## config.mk

```make
export PLATFORM = sky130hd
export DESIGN_NAME = fetch_mem_unit_flat
export DESIGN_NICKNAME = d
export VERILOG_FILES = /design/src/rtl/fetch_mem_unit_if.sv /design/src/rtl/fetch_mem_unit.sv /design/src/flat_wrapper.sv
export SDC_FILE = /design/constraint.sdc
export NUM_CORES = 1
export LEC_CHECK = 0
export BUFFER_PORTS_ARGS = -buffer_cell sky130_fd_sc_hd__buf_2
export CORE_MARGIN = 1.5
export CORE_UTILIZATION = 48
export CTS_CLUSTER_DIAMETER = 100
export DETAILED_ROUTE_END_ITERATION = 8
export HOLD_SLACK_MARGIN = 0.06
export PLACE_DENSITY_LB_ADDON = 0.1
export SLEW_MARGIN = 15
export SYNTH_ARGS = -nofsm -noshare
export SYNTH_HDL_FRONTEND = slang
export SYNTH_SLANG_ARGS = --single-unit
```

## constraint.sdc

```tcl
create_clock -name CLK -period 1.95 [get_ports CLK]
set_input_delay 0.0975 -clock CLK [delete_from_list [all_inputs] [get_ports CLK]]
set_output_delay 0.0975 -clock CLK [all_outputs]
set_load 0.1 [all_outputs]
```

## src/rtl/fetch_mem_unit_if.sv

```systemverilog
// Shared memory bus used by fetch_mem_unit.
// The unit is the master: it raises mem_req and holds mem_addr/mem_we/mem_wdata
// stable until the memory answers with a single-cycle mem_ack (plus mem_rdata
// for reads).
interface fetch_mem_unit_if;
  logic        mem_req;
  logic        mem_we;
  logic [31:0] mem_addr;
  logic [31:0] mem_wdata;
  logic [31:0] mem_rdata;
  logic        mem_ack;

  modport master (
    output mem_req,
    output mem_we,
    output mem_addr,
    output mem_wdata,
    input  mem_rdata,
    input  mem_ack
  );

  modport slave (
    input  mem_req,
    input  mem_we,
    input  mem_addr,
    input  mem_wdata,
    output mem_rdata,
    output mem_ack
  );
endinterface

```

## src/rtl/fetch_mem_unit.sv

```systemverilog
// fetch_mem_unit: owns PC, IR and MDR for the multicycle core and runs the
// single shared memory bus handshake.
//
// Access sequence: IDLE (request launched, stall high) -> BUSY (waiting for
// mem_ack or timeout, stall high) -> DONE (stall low for exactly one cycle so
// the controller can advance and commit PC) -> IDLE.
//
// Optional build macro ALIGN_CHECK_EN: when defined, a misaligned access
// address is never put on the bus; the unit skips straight to DONE and sets
// the sticky align_err output (extra port present only in that build).
module fetch_mem_unit #(
  parameter logic [31:0] RESET_PC = 32'h0000_0000,
  parameter int unsigned TIMEOUT  = 16
) (
  input  logic             CLK,
  input  logic             CLR,
  // controller strobes
  input  logic             PCWrite,
  input  logic             BranchEq,
  input  logic             BranchNeq,
  input  logic             IorD,
  input  logic             MemWrite,
  input  logic             IRWrite,
  input  logic             PCSrc,
  input  logic             Jen,
  // datapath inputs
  input  logic             Zero,
  input  logic [31:0]      ALUResult,
  input  logic [31:0]      ALUOut,
  input  logic [31:0]      WriteData,
  // memory bus
  fetch_mem_unit_if.master bus,
  // to controller / datapath
  output logic             stall,
  output logic [31:0]      PC,
  output logic [31:0]      Instr,
  output logic [5:0]       Op,
  output logic [5:0]       Funct,
  output logic [31:0]      MDR,
  output logic             bus_err
`ifdef ALIGN_CHECK_EN
  ,
  output logic             align_err
`endif
);

  typedef enum logic [1:0] {
    S_IDLE,
    S_BUSY,
    S_DONE
  } state_t;

  typedef enum logic [1:0] {
    K_FETCH,
    K_READ,
    K_STORE
  } kind_t;

  localparam int CNT_W = (TIMEOUT > 1) ? $clog2(TIMEOUT) : 1;

  state_t             state_q, state_d;
  kind_t              kind_q;
  kind_t              kind_sel;
  logic [CNT_W-1:0]   cnt_q;

  logic               acc;
  logic [31:0]        addr_sel;
  logic               misaligned;
  logic               timeout_hit;

  logic               launch;
  logic               skip;
  logic               finish;
  logic               timed_out;
  logic               capture_ir;
  logic               capture_mdr;

  logic               pcen;
  logic [31:0]        pc_next;

  // Request decode: fetch wins over a data access when both are strobed.
  assign acc      = IRWrite | IorD;
  assign addr_sel = IRWrite ? PC : ALUOut;
  assign kind_sel = IRWrite ? K_FETCH : (MemWrite ? K_STORE : K_READ);

`ifdef ALIGN_CHECK_EN
  assign misaligned = |addr_sel[1:0];
`else
  assign misaligned = 1'b0;
`endif

  // A zero TIMEOUT disables the abort; the counter then simply wraps.
  assign timeout_hit = (TIMEOUT != 0) && (cnt_q == CNT_W'(TIMEOUT - 1));

  assign Op    = Instr[31:26];
  assign Funct = Instr[5:0];

  // State register.
  always_ff @(posedge CLK or negedge CLR) begin
    // NOTE: sequential state uses non-blocking assignments so every register
    // samples pre-edge values regardless of block ordering.
    if (!CLR) state_q <= S_IDLE;
    else      state_q <= state_d;
  end

  // Next-state decode and per-cycle control strobes.
  always_comb begin
    // NOTE: every signal driven here gets a default first, so no path can
    // leave one unassigned and infer a latch.
    state_d     = state_q;
    stall       = 1'b0;
    launch      = 1'b0;
    skip        = 1'b0;
    finish      = 1'b0;
    timed_out   = 1'b0;
    capture_ir  = 1'b0;
    capture_mdr = 1'b0;

    case (state_q)
      S_IDLE: begin
        stall = acc;
        if (acc) begin
          if (misaligned) begin
            skip    = 1'b1;
            state_d = S_DONE;
          end else begin
            launch  = 1'b1;
            state_d = S_BUSY;
          end
        end
      end

      S_BUSY: begin
        stall = 1'b1;
        if (bus.mem_ack) begin
          finish      = 1'b1;
          capture_ir  = (kind_q == K_FETCH);
          capture_mdr = (kind_q == K_READ);
          state_d     = S_DONE;
        end else if (timeout_hit) begin
          finish    = 1'b1;
          timed_out = 1'b1;
          state_d   = S_DONE;
        end
      end

      // One stall-free cycle; never relaunch from here even if acc is held.
      S_DONE: state_d = S_IDLE;

      default: state_d = S_IDLE;
    endcase
  end

  // Bus request: latch address/direction/data at launch, hold through BUSY.
  always_ff @(posedge CLK or negedge CLR) begin
    // NOTE: the async reset must reach mem_req directly so a reset in the
    // middle of an access withdraws the request without waiting for a clock.
    if (!CLR) begin
      bus.mem_req   <= 1'b0;
      bus.mem_we    <= 1'b0;
      bus.mem_addr  <= '0;
      bus.mem_wdata <= '0;
      kind_q        <= K_FETCH;
    end else if (launch) begin
      bus.mem_req   <= 1'b1;
      bus.mem_we    <= MemWrite & IorD & ~IRWrite;
      bus.mem_addr  <= addr_sel;
      bus.mem_wdata <= WriteData;
      kind_q        <= kind_sel;
    end else if (finish) begin
      bus.mem_req   <= 1'b0;
      bus.mem_we    <= 1'b0;
    end
  end

  // Wait-state counter: counts BUSY cycles without an answer, clears otherwise.
  always_ff @(posedge CLK or negedge CLR) begin
    if (!CLR)                              cnt_q <= '0;
    else if (state_q == S_BUSY && !finish) cnt_q <= cnt_q + 1'b1;
    else                                   cnt_q <= '0;
  end

  // Instruction and memory data registers capture read data on mem_ack.
  always_ff @(posedge CLK or negedge CLR) begin
    if (!CLR) begin
      Instr <= '0;
      MDR   <= '0;
    end else begin
      if (capture_ir)  Instr <= bus.mem_rdata;
      if (capture_mdr) MDR   <= bus.mem_rdata;
    end
  end

  // PC update: commits only while the controller is not stalled.
  always_comb begin
    pcen = ~stall & (PCWrite | (BranchEq & Zero) | (BranchNeq & ~Zero));
    if (Jen)        pc_next = {PC[31:28], Instr[25:0], 2'b00};
    else if (PCSrc) pc_next = ALUOut;
    else            pc_next = ALUResult;
  end

  // Program counter register.
  always_ff @(posedge CLK or negedge CLR) begin
    if (!CLR)      PC <= RESET_PC;
    else if (pcen) PC <= pc_next;
  end

  // Sticky error flags; only reset clears them.
  always_ff @(posedge CLK or negedge CLR) begin
    if (!CLR)           bus_err <= 1'b0;
    else if (timed_out) bus_err <= 1'b1;
  end

`ifdef ALIGN_CHECK_EN
  // Sticky misalignment flag.
  always_ff @(posedge CLK or negedge CLR) begin
    if (!CLR)      align_err <= 1'b0;
    else if (skip) align_err <= 1'b1;
  end
`else
  // skip can never rise in this build; keep it referenced for lint.
  logic unused_skip;
  assign unused_skip = skip;
`endif

endmodule
```

## src/flat_wrapper.sv

```systemverilog
// flat-port wrapper written by rule: the top's interface ports become plain ports
module fetch_mem_unit_flat 
#(
  parameter logic [31:0] RESET_PC = 32'h0000_0000,
  parameter int unsigned TIMEOUT  = 16
)
  (CLK, CLR, PCWrite, BranchEq, BranchNeq, IorD, MemWrite, IRWrite, PCSrc, Jen, Zero, ALUResult, ALUOut, WriteData, stall, PC, Instr, Op, Funct, MDR, bus_err, bus_mem_req, bus_mem_we, bus_mem_addr, bus_mem_wdata, bus_mem_rdata, bus_mem_ack);
  fetch_mem_unit_if bus_i ();
  input  logic CLK;
  input  logic CLR;
  input  logic PCWrite;
  input  logic BranchEq;
  input  logic BranchNeq;
  input  logic IorD;
  input  logic MemWrite;
  input  logic IRWrite;
  input  logic PCSrc;
  input  logic Jen;
  input  logic Zero;
  input  logic [31:0] ALUResult;
  input  logic [31:0] ALUOut;
  input  logic [31:0] WriteData;
  output logic stall;
  output logic [31:0] PC;
  output logic [31:0] Instr;
  output logic [5:0] Op;
  output logic [5:0] Funct;
  output logic [31:0] MDR;
  output logic bus_err;
  output wire logic [$bits(bus_i.mem_req)-1:0] bus_mem_req;
  output wire logic [$bits(bus_i.mem_we)-1:0] bus_mem_we;
  output wire logic [$bits(bus_i.mem_addr)-1:0] bus_mem_addr;
  output wire logic [$bits(bus_i.mem_wdata)-1:0] bus_mem_wdata;
  input wire logic [$bits(bus_i.mem_rdata)-1:0] bus_mem_rdata;
  input wire logic [$bits(bus_i.mem_ack)-1:0] bus_mem_ack;
  assign bus_mem_req = bus_i.mem_req;
  assign bus_mem_we = bus_i.mem_we;
  assign bus_mem_addr = bus_i.mem_addr;
  assign bus_mem_wdata = bus_i.mem_wdata;
  assign bus_i.mem_rdata = bus_mem_rdata;
  assign bus_i.mem_ack = bus_mem_ack;
  fetch_mem_unit #(.RESET_PC(RESET_PC), .TIMEOUT(TIMEOUT)) u_core (.CLK(CLK), .CLR(CLR), .PCWrite(PCWrite), .BranchEq(BranchEq), .BranchNeq(BranchNeq), .IorD(IorD), .MemWrite(MemWrite), .IRWrite(IRWrite), .PCSrc(PCSrc), .Jen(Jen), .Zero(Zero), .ALUResult(ALUResult), .ALUOut(ALUOut), .WriteData(WriteData), .bus(bus_i), .stall(stall), .PC(PC), .Instr(Instr), .Op(Op), .Funct(Funct), .MDR(MDR), .bus_err(bus_err));
endmodule
```

==> results of run 1 <==
-- synthesized netlist by cell type (2+ instances only) --
cell type / n / area, µm²
mux2_2: 63 / 709
buf_6: 6 / 67.6
nor2_1: 31 / 116
dfrtp_1: 171 / 4280
nor3_1: 2 / 10.0
clkbuf_1: 19 / 71.3
buf_4: 12 / 90.1
mux2_1: 2 / 22.5
buf_2: 11 / 55.1
and3_1: 2 / 12.5
o21ai_0: 69 / 345
nand3_1: 3 / 15.0
o31ai_1: 3 / 22.5
mux2i_1: 64 / 641
buf_1: 3 / 11.3
inv_1: 3 / 11.3
nand2_1: 161 / 604
a21oi_1: 26 / 130
-- worst max-delay path by stage --
stage                     depth (start not counted)         startpoint               end
final                                             4  u_core.state_q[1]   u_core.Instr[3]
after CTS                                         4  u_core.state_q[1]   u_core.Instr[0]
after detailed placement                          4  u_core.state_q[1]   u_core.Instr[9]
after global routing                              4  u_core.state_q[1]   u_core.Instr[9]
after global placement                            4  u_core.state_q[1]  u_core.Instr[14]
after floorplan                                   2  u_core.state_q[0]             stall
-- routing by layer --
metal | vias to the layer above | track usage (%) | wire (µm)
met3 | 44 | 7.29 | 1360
met5 | - | 0 | 0
met4 | 0 | 11.0 | 654
met2 | 238 | 46.8 | 10600
met1 | 3014 | 33.3 | 9080
li1 | 3072 | - | -
-- flip-flops by register name, indices dropped and copies added (netlist names) --
| signal | cells |
|---|---|
| u_core.bus.mem_we | 1 |
| u_core.bus.mem_req | 1 |
| u_core.kind_q | 2 |
| u_core.bus_err | 1 |
| u_core.bus.mem_wdata | 32 |
| u_core.PC | 32 |
| u_core.Instr | 32 |
| u_core.cnt_q | 4 |
| u_core.state_q | 2 |
| u_core.bus.mem_addr | 32 |
| u_core.MDR | 32 |
-- stage by stage --
stage | hold slack [ns] | utilization, % | area [µm²] | cells | setup slack, ns
2_1_floorplan | -0.198 | - | 7400 | 668 | 0.0776
4_1_cts | 0.0791 | 71.4 | 10800 | 1278 | 0.178
6_report | 0.0946 | 71.4 | 10800 | 1278 | 0.162
3_3_place_gp | 0.127 | 60.4 | 9150 | 1140 | 0.242
5_1_grt | 0.119 | 71.4 | 10800 | 1278 | 0.0819
3_5_place_dp | 0.120 | 60.4 | 9150 | 1140 | 0.207
-- logic make-up (layout without fill, tap and decap cells) --
kind of cell	count (synthesis)	after routing	synth area share, %
AND/OR/NAND/NOR	205	205	11.3
flip-flops	171	171	57.8
multiplexers	129	129	18.6
AO/OA/AOI/OAI	106	106	7.70
buffers and inverters	54	476	4.14
XOR/XNOR	2	2	0.237
adder cells (fa/ha/maj)	1	1	0.169
-- tightest hold or removal path: stages --
cell and delay (ns):
buf_2 0.07, mux2i_1 0.05, nor2_1 0.08, a21oi_1 0.04, o21ai_0 0.13
-- timing repair --
action / in CTS / in global routing
setup endpoints to repair: 0 / 0
resized for setup: 0 / 0
hold endpoints to repair: 192 / 0
hold buffers: 109 / 0
-- final cells by class --
class / instances / area, µm²
fill: 1126 / 4340
sequential: 171 / 4280
timing repair buffer: 444 / 2890
multi-input combinational: 443 / 2830
clock buffer: 22 / 474
tap: 188 / 235
clock inverter: 7 / 92.6
inverter: 3 / 11.3
-- layout by cell type, fill, tap and decap left out, types with 5 or more instances in the layout --
cell / netlist / layout
dfrtp_1: 171 / 171
o21ai_0: 69 / 69
buf_12: 0 / 5
mux2i_1: 64 / 64
buf_2: 11 / 313
a21oi_1: 26 / 26
clkbuf_16: 0 / 17
nand2_1: 161 / 161
dlygate4sd3_1: 0 / 109
mux2_2: 63 / 63
nor2_1: 31 / 31
buf_4: 12 / 16
==> flow_metrics.py, run 1 <==
metrics = {
    "outcome": {
        "status": "completed",
    },
    "synth": {
        "ys_async_sr_fraction_pct": 100,
        "synth.distinct_cells": 35,
        "syn_nets": 809,
        "synth_edf_count": 0,
        "synthCells": 668,
        "yosys_register_bits": 171,
        "synth.avg_cell_area_um2": 11.1,
        "ys.flop_type": "dfrtp_1",
        "syn_area_um2": 7400,
        "yosysWarnings": 0,
        "synth_seq_area_share_pct": 57.8,
    },
    "setup_path": {
        "rrSetupSlack_ns": 0.16,
        "arrival_ns": 2.09,
        "start_kind": "register",
        "cp_cell_sequence": "nand2b_4, nor4b_4, buf_4, mux2_2",
        "r2r_end": "u_core.Instr[3]",
        "rr_worst_depth": 4,
        "critical_path_class": "reg -> reg",
        "slowest_delay_ns": 0.48,
        "worst-path-buf-inv": 1,
        "critPathRequiredTime_ns": 2.25,
        "crit_fanout": 20,
        "rr_startpoint": "u_core.state_q[1]",
        "critical_path.endpoint_type": "register",
        "cpLargestDelayFamily": "flip-flops",
        "cp_slowest_cell": "dfrtp_1",
    },
    "clocking": {
        "clk_path_buf_depth": 2,
        "htree_levels": 4,
        "clock-sinks": 171,
        "clkTransAtPathRegs_ns": 0.06,
        "clk-insertion-delay-late_ns": 0.42,
        "cts_made_buffers": 17,
        "postCtsSetupBuffers": 0,
        "cts-root-buf": "clkbuf_16",
        "cts_tree": "built",
    },
    "route": {
        "wl_per_cell_um": 17.0,
        "drt_pass1_iterations": 6,
        "first_iter_violations": 290,
        "drc": 0,
        "wl_um": 21700,
        "viasPerCell": 4.98,
        "ant_nets": 0,
        "via_count": 6368,
    },
    "timing": {
        "worstMarginPinSlew_ns": 0.585,
        "max_freq_mhz": 559,
        "skew_ns": 0.00446,
        "drv_slew": 0,
        "hold_viol": 0,
        "timing.final.crit_share_pct": 91.7,
        "tns_ns": 0,
        "slew_headroom_pct": 61.0,
        "period_needed_ns": 1.79,
        "setup_viol": 0,
        "rsz0062_at_grt": "no",
    },
    "die": {
        "ioPinCount": 316,
        "die_h_um": 127,
        "die_x_um": 127,
        "rows": 45,
        "die-area_um2": 16200,
        "core_area_um2": 15100,
        "start_util_pct": 48.8,
    },
    "placement": {
        "io_buffer_count": 315,
        "dp_hpwl_um": 14500,
        "routabilityCongestion": 0.793,
    },
    "hold_path": {
        "hold_path.class": "in -> reg",
        "hold_depth": 5,
        "worstHoldEndpoint": "u_core.PC[6]",
        "min_from": "ALUResult[6]",
    },
    "global_route": {
        "grt_pass1_vias": 6666,
        "grt_usage_pct": 27.4,
        "antenna_found_initial": 0,
        "grt_max_degree": 62,
        "grt_overflow_total": 0,
        "grt_pass1_wl_um": 34500,
    },
    "finish": {
        "drive_gt1_share_pct": 39.4,
        "area_growth_pct": 46.1,
        "nets": 1221,
        "diodes": 0,
    },
    "run": {
        "maxCapViolCount": 0,
    },
}
Power of run 1 is not shown: default switching activity piles up to over one toggle a cycle in this logic, so the estimate is an artifact.
==> run 2, diff against run 1 <==
Settings changed: ABC_AREA set to 1, CORE_UTILIZATION 48 to 50, SKIP_LAST_GASP set to 1.
Clock period 1.95 ns to 2.3 ns, I/O delays scaled along.
==> run 2 against run 1 <==
Net effect:
- cell area rose by 1.2%
- fmax is 5.2% lower
- synthesized area rose by 4.6%
- core utilization increased by 0.85 points
- hold slack worse by 0.024 ns
- largest cell class unchanged
==> flow_metrics.py, run 2 <==
metrics = {
    "synth": {
        "synth.avg_cell_area_um2": 7.69,
        "synth_area_leaders": "dfrtp_1 55%, nand2_1 29%, inv_1 2.1%",
        "yosysTopAreaCell": "dfrtp_1",
        "synth_common_cells": "594 x nand2_1, 171 x dfrtp_1, 44 x inv_1",
        "syn_nets": 1147,
        "syn_area_um2": 7730,
        "ys.flop_type": "dfrtp_1",
        "synth_seq_area_share_pct": 55.3,
        "synth_edf_count": 0,
        "yosys_register_bits": 171,
        "ys_async_sr_fraction_pct": 100,
        "synthCells": 1006,
        "synth.distinct_cells": 26,
        "yosysWarnings": 0,
        "synth_top_area_share_pct": 55.3,
        "synth_most_common_cell": "nand2_1",
    },
    "route": {
        "via_count": 7824,
        "first_iter_violations": 431,
        "drt_pass1_iterations": 5,
        "wl_per_cell_um": 15.4,
        "ant_nets": 0,
        "viasPerCell": 4.91,
        "wl_um": 24600,
        "drc": 0,
    },
    "clocking": {
        "cts-root-buf": "clkbuf_16",
        "htree_levels": 4,
        "clk-insertion-delay-late_ns": 0.43,
        "clk_path_buf_depth": 2,
        "cts_tree": "built",
        "postCtsSetupBuffers": 0,
        "cts_made_buffers": 17,
        "clkTransAtPathRegs_ns": 0.06,
        "clock-sinks": 171,
    },
    "timing": {
        "rsz0062_at_grt": "no",
        "tns_ns": 0,
        "drv_slew": 0,
        "worstMarginPinSlew_ns": 1.10,
        "period_needed_ns": 1.89,
        "setup_viol": 0,
        "slew_headroom_pct": 26.2,
        "skew_ns": 0.00830,
        "timing.final.crit_share_pct": 82.0,
        "fin_ws_ns": 0.415,
        "hold_viol": 0,
        "max_freq_mhz": 530,
    },
    "global_route": {
        "grt_busiest_layer": "met2",
        "met3_usage_pct": 7.71,
        "grt_util_met2_pct": 50.6,
        "grt_pass1_wl_um": 38300,
        "grt_overflow_total": 0,
        "antenna_found_initial": 1,
        "grt_usage_pct": 30.5,
        "use_met1_pct": 39.2,
        "grt_max_degree": 66,
        "grt_pass1_vias": 7531,
    },
    "setup_path": {
        "critical_path.endpoint_type": "register",
        "rr_worst_depth": 5,
        "critPathRequiredTime_ns": 2.61,
        "r2r_end": "u_core.Instr[1]",
        "critical_path_class": "reg -> reg",
        "rr_startpoint": "u_core.state_q[1]",
        "start_kind": "register",
        "crit_fanout": 64,
        "arrival_ns": 2.19,
        "rrSetupSlack_ns": 0.41,
    },
    "finish": {
        "most-common-layout-cells": "594 x nand2_1, 314 x buf_2, 171 x dfrtp_1",
        "n_fill_cell": 1250,
        "nets": 1535,
        "drive_gt1_share_pct": 26.3,
        "final_cell_area_um2": 10900,
        "area_growth_pct": 41.4,
        "final_common_cell": "nand2_1",
        "final_util_pct": 72.2,
    },
    "hold_path": {
        "hold_depth": 5,
        "min_from": "ALUResult[31]",
        "hold_path.class": "in -> reg",
        "worstHoldEndpoint": "u_core.PC[31]",
    },
    "placement": {
        "dp_hpwl_um": 16200,
        "placed_area_um2": 9370,
        "io_buffer_count": 315,
        "routabilityCongestion": 0.938,
        "pre_cts_ws_ns": 0.426,
    },
    "die": {
        "die-area_um2": 16200,
        "rows": 45,
        "core_area_um2": 15100,
        "die_x_um": 127,
        "die_h_um": 127,
        "ioPinCount": 316,
        "start_util_pct": 51.1,
    },
    "outcome": {
        "status": "completed",
    },
    "run": {
        "maxCapViolCount": 0,
    },
}
run 2: cell types whose count changed after synthesis, sizes merged, moves of 18 or more:
cell,previous run,this run
inv,3,47
o21ai,70,36
buf,32,50
mux2i,64,0
nand2,161,599
mux2,65,0
run 2: area by class of cell:
class | count | area [µm²] | share of cell area [%]
Sequential cell | 171 | 4280 | 39.1
Multi-Input combinational cell | 725 | 2920 | 26.7
Timing Repair Buffer | 432 | 2800 | 25.6
Clock buffer | 19 | 453 | 4.14
Tap cell | 188 | 235 | 2.15
Inverter | 47 | 179 | 1.64
Clock inverter | 11 | 75.1 | 0.686
Antenna cell | 1 | 2.50 | 0.0229
run 2: what timing repair did:
item                                    in CTS  in global routing
hold endpoints to repair                   183                  0
resized for setup                            0                  0
endpoints found under the setup margin       0                  0
hold buffers                               104                  0
run 2: how the worst max path moves through the flow:
stage,startpoint,endpoint,depth (start not counted)
after global routing,u_core.state_q[1],u_core.Instr[1],5
final,u_core.state_q[1],u_core.Instr[1],5
after floorplan,u_core.Instr[0],Instr[0],1
after CTS,u_core.state_q[1],u_core.Instr[1],5
after global placement,u_core.state_q[1],u_core.Instr[27],5
after detailed placement,u_core.state_q[1],u_core.Instr[1],5
run 2: worst max-delay path: stages (launching register included):
cell,delay (ns)
dfrtp_1,0.42
inv_2,0.10
nand2_2,0.08
inv_2,0.10
nand4_4,0.58
o21ai_0,0.48
run 2: cells by family after synthesis:
kind of cell | share of synthesized area (%)
and+or+nand+nor | 32.8
xor gates and xnor gates | 0.227
AOI/OAI and AO/OA | 4.50
buffers and inverters | 6.97
adders and majority gates | 0.162
DFF | 55.3
run 2: routing by layer:
metal | share of wire [%] | up-vias | wire [µm]
met3 | 7.3 | 44 | 1800
met5 | 0 | - | 0
met1 | 43 | 3646 | 10500
met4 | 2.6 | 0 | 633
li1 | - | 3809 | -
met2 | 47 | 325 | 11700
run 2: metrics by stage:
stage	std cells	hold WS, ns
5_1_grt	1594	0.0862
6_report	1594	0.0710
3_3_place_gp	1459	0.0881
2_1_floorplan	1006	-0.181
4_1_cts	1593	0.0605
3_5_place_dp	1459	0.0877
Power of run 2 is left out for the same reason.
==> run 3, diff against run 2 <==
Settings changed: CORE_UTILIZATION 50 to 49.
Clock period 2.3 ns to 2 ns, I/O delays scaled along.
==> run 3 against run 2 <==
Net effect:
- clock skew increased by 0.0020 ns
- flip-flop and latch count did not move
- core utilization is 0.17 points higher
- hold slack worse by 0.010 ns
- final cell count increased by 2.3%
- largest cell class unchanged
==> flow_metrics.py, run 3 (same netlist as run 2, synthesis figures left out) <==
metrics = {
    "route": {
        "viasPerCell": 4.91,
        "wl_per_cell_um": 15.5,
        "ant_nets": 0,
        "wl_um": 25200,
        "drc": 0,
        "drt_pass1_iterations": 5,
        "first_iter_violations": 525,
        "via_count": 7998,
    },
    "placement": {
        "pre_cts_ws_ns": 0.120,
        "io_buffer_count": 315,
        "dp_hpwl_um": 16200,
        "placed_area_um2": 9390,
        "routabilityCongestion": 0.903,
    },
    "timing": {
        "timing.final.crit_share_pct": 85.3,
        "period_needed_ns": 1.71,
        "worstMarginPinSlew_ns": 0.583,
        "rsz0062_at_grt": "no",
        "tns_ns": 0,
        "drv_slew": 0,
        "max_freq_mhz": 586,
        "skew_ns": 0.0103,
        "whs_ns": 0.0608,
        "setup_viol": 0,
        "hold_viol": 0,
        "slew_headroom_pct": 61.1,
        "fin_ws_ns": 0.295,
    },
    "global_route": {
        "grt_usage_pct": 29.9,
        "grt_overflow_total": 0,
        "grt_pass1_wl_um": 38400,
        "antenna_found_initial": 4,
        "grt_pass1_vias": 7533,
        "grt_max_degree": 65,
    },
    "clocking": {
        "cts_tree": "built",
        "clkTransAtPathRegs_ns": 0.06,
        "clock-sinks": 171,
        "clk-insertion-delay-late_ns": 0.42,
        "postCtsSetupBuffers": 0,
        "cts-root-buf": "clkbuf_16",
        "cts_made_buffers": 17,
        "clk_path_buf_depth": 2,
        "htree_levels": 4,
    },
    "setup_path": {
        "critPathRequiredTime_ns": 1.90,
        "crit_fanout": 7,
        "rrSetupSlack_ns": 0.40,
        "rr_worst_depth": 6,
        "rr_startpoint": "u_core.state_q[1]",
        "r2r_end": "u_core.Instr[26]",
        "start_kind": "register",
        "critical_path.endpoint_type": "output pin",
        "arrival_ns": 1.61,
        "critical_path_class": "reg -> out",
    },
    "finish": {
        "seq_area_um2": 4280,
        "final_cell_area_um2": 11100,
        "nets": 1546,
        "multi_input_area_um2": 2940,
        "final_common_cell": "nand2_1",
        "n_fill_cell": 1210,
        "drive_gt1_share_pct": 26.3,
        "most-common-layout-cells": "594 x nand2_1, 314 x buf_2, 171 x dfrtp_1",
        "area_growth_pct": 43.3,
    },
    "die": {
        "core_area_um2": 15300,
        "die_x_um": 129,
        "start_util_pct": 50.5,
        "ioPinCount": 316,
        "die-area_um2": 16500,
        "rows": 45,
        "die_h_um": 129,
    },
    "hold_path": {
        "hold_depth": 7,
        "worstHoldEndpoint": "u_core.PC[23]",
        "min_from": "ALUResult[23]",
        "hold_path.class": "in -> reg",
    },
    "run": {
        "maxCapViolCount": 0,
    },
    "outcome": {
        "status": "completed",
    },
}
==> run 3: cell count changes in the layout (fill, tap and decap cells not counted) <==
cell / previous run / this run
diode_2: 1 / 3
clkinv_4: 2 / 3
buf_12: 6 / 4
clkinv_2: 4 / 1
clkinvlp_4: 5 / 3
inv_1: 43 / 44
clkinv_1: 1 / 0
clkbuf_1: 0 / 2
buf_4: 7 / 12
nand4_4: 1 / 2
dlygate4sd3_1: 104 / 111
bufinv_16: 0 / 1
inv_6: 0 / 1
==> run 3: metrics by stage <==
step | utilization (%) | instances
after floorplan | - | 1006
after global placement | 61.3 | 1485
after detailed placement | 61.3 | 1485
after CTS | 72.2 | 1626
after global routing | 72.4 | 1630
final | 72.4 | 1630
==> run 3: area by class of cell <==
class / instances / area share, %
Tap cell: 211 / 2.38
Multi-Input combinational cell: 726 / 26.5
Inverter: 47 / 1.61
Clock inverter: 9 / 0.835
Clock buffer: 21 / 4.15
Sequential cell: 171 / 38.6
Antenna cell: 3 / 0.0677
Timing Repair Buffer: 442 / 25.8
==> run 3: how the worst max path moves through the flow <==
| stage | from | end |
|---|---|---|
| global route | u_core.state_q[1] | u_core.Instr[6] |
| finish | u_core.state_q[0] | stall |
| global placement | u_core.state_q[1] | u_core.Instr[19] |
| CTS | u_core.state_q[1] | u_core.Instr[20] |
| floorplan | u_core.Instr[0] | Instr[0] |
| detailed placement | u_core.state_q[1] | u_core.Instr[26] |
==> run 3: critical path, cell delays in order (launching register included) <==
cell     delay (ns)
dfrtp_1        0.41
inv_1          0.11
nand2_2        0.10
nand2_4        0.08
inv_1          0.06
buf_2          0.43
==> run 3: timing repair <==
action / CTS / global route
gates resized for setup: 0 / 1
hold buffers: 111 / 0
endpoints found under the setup margin: 0 / 7
endpoints found under the hold margin: 201 / 0
==> run 3: layer usage <==
layer / track usage, % / share of wire [%]
met5: 0 / 0.063
met4: 13.2 / 3.0
met3: 7.90 / 8.0
met2: 49.3 / 47
met1: 37.2 / 42
Power of run 3 is left out for the same reason.
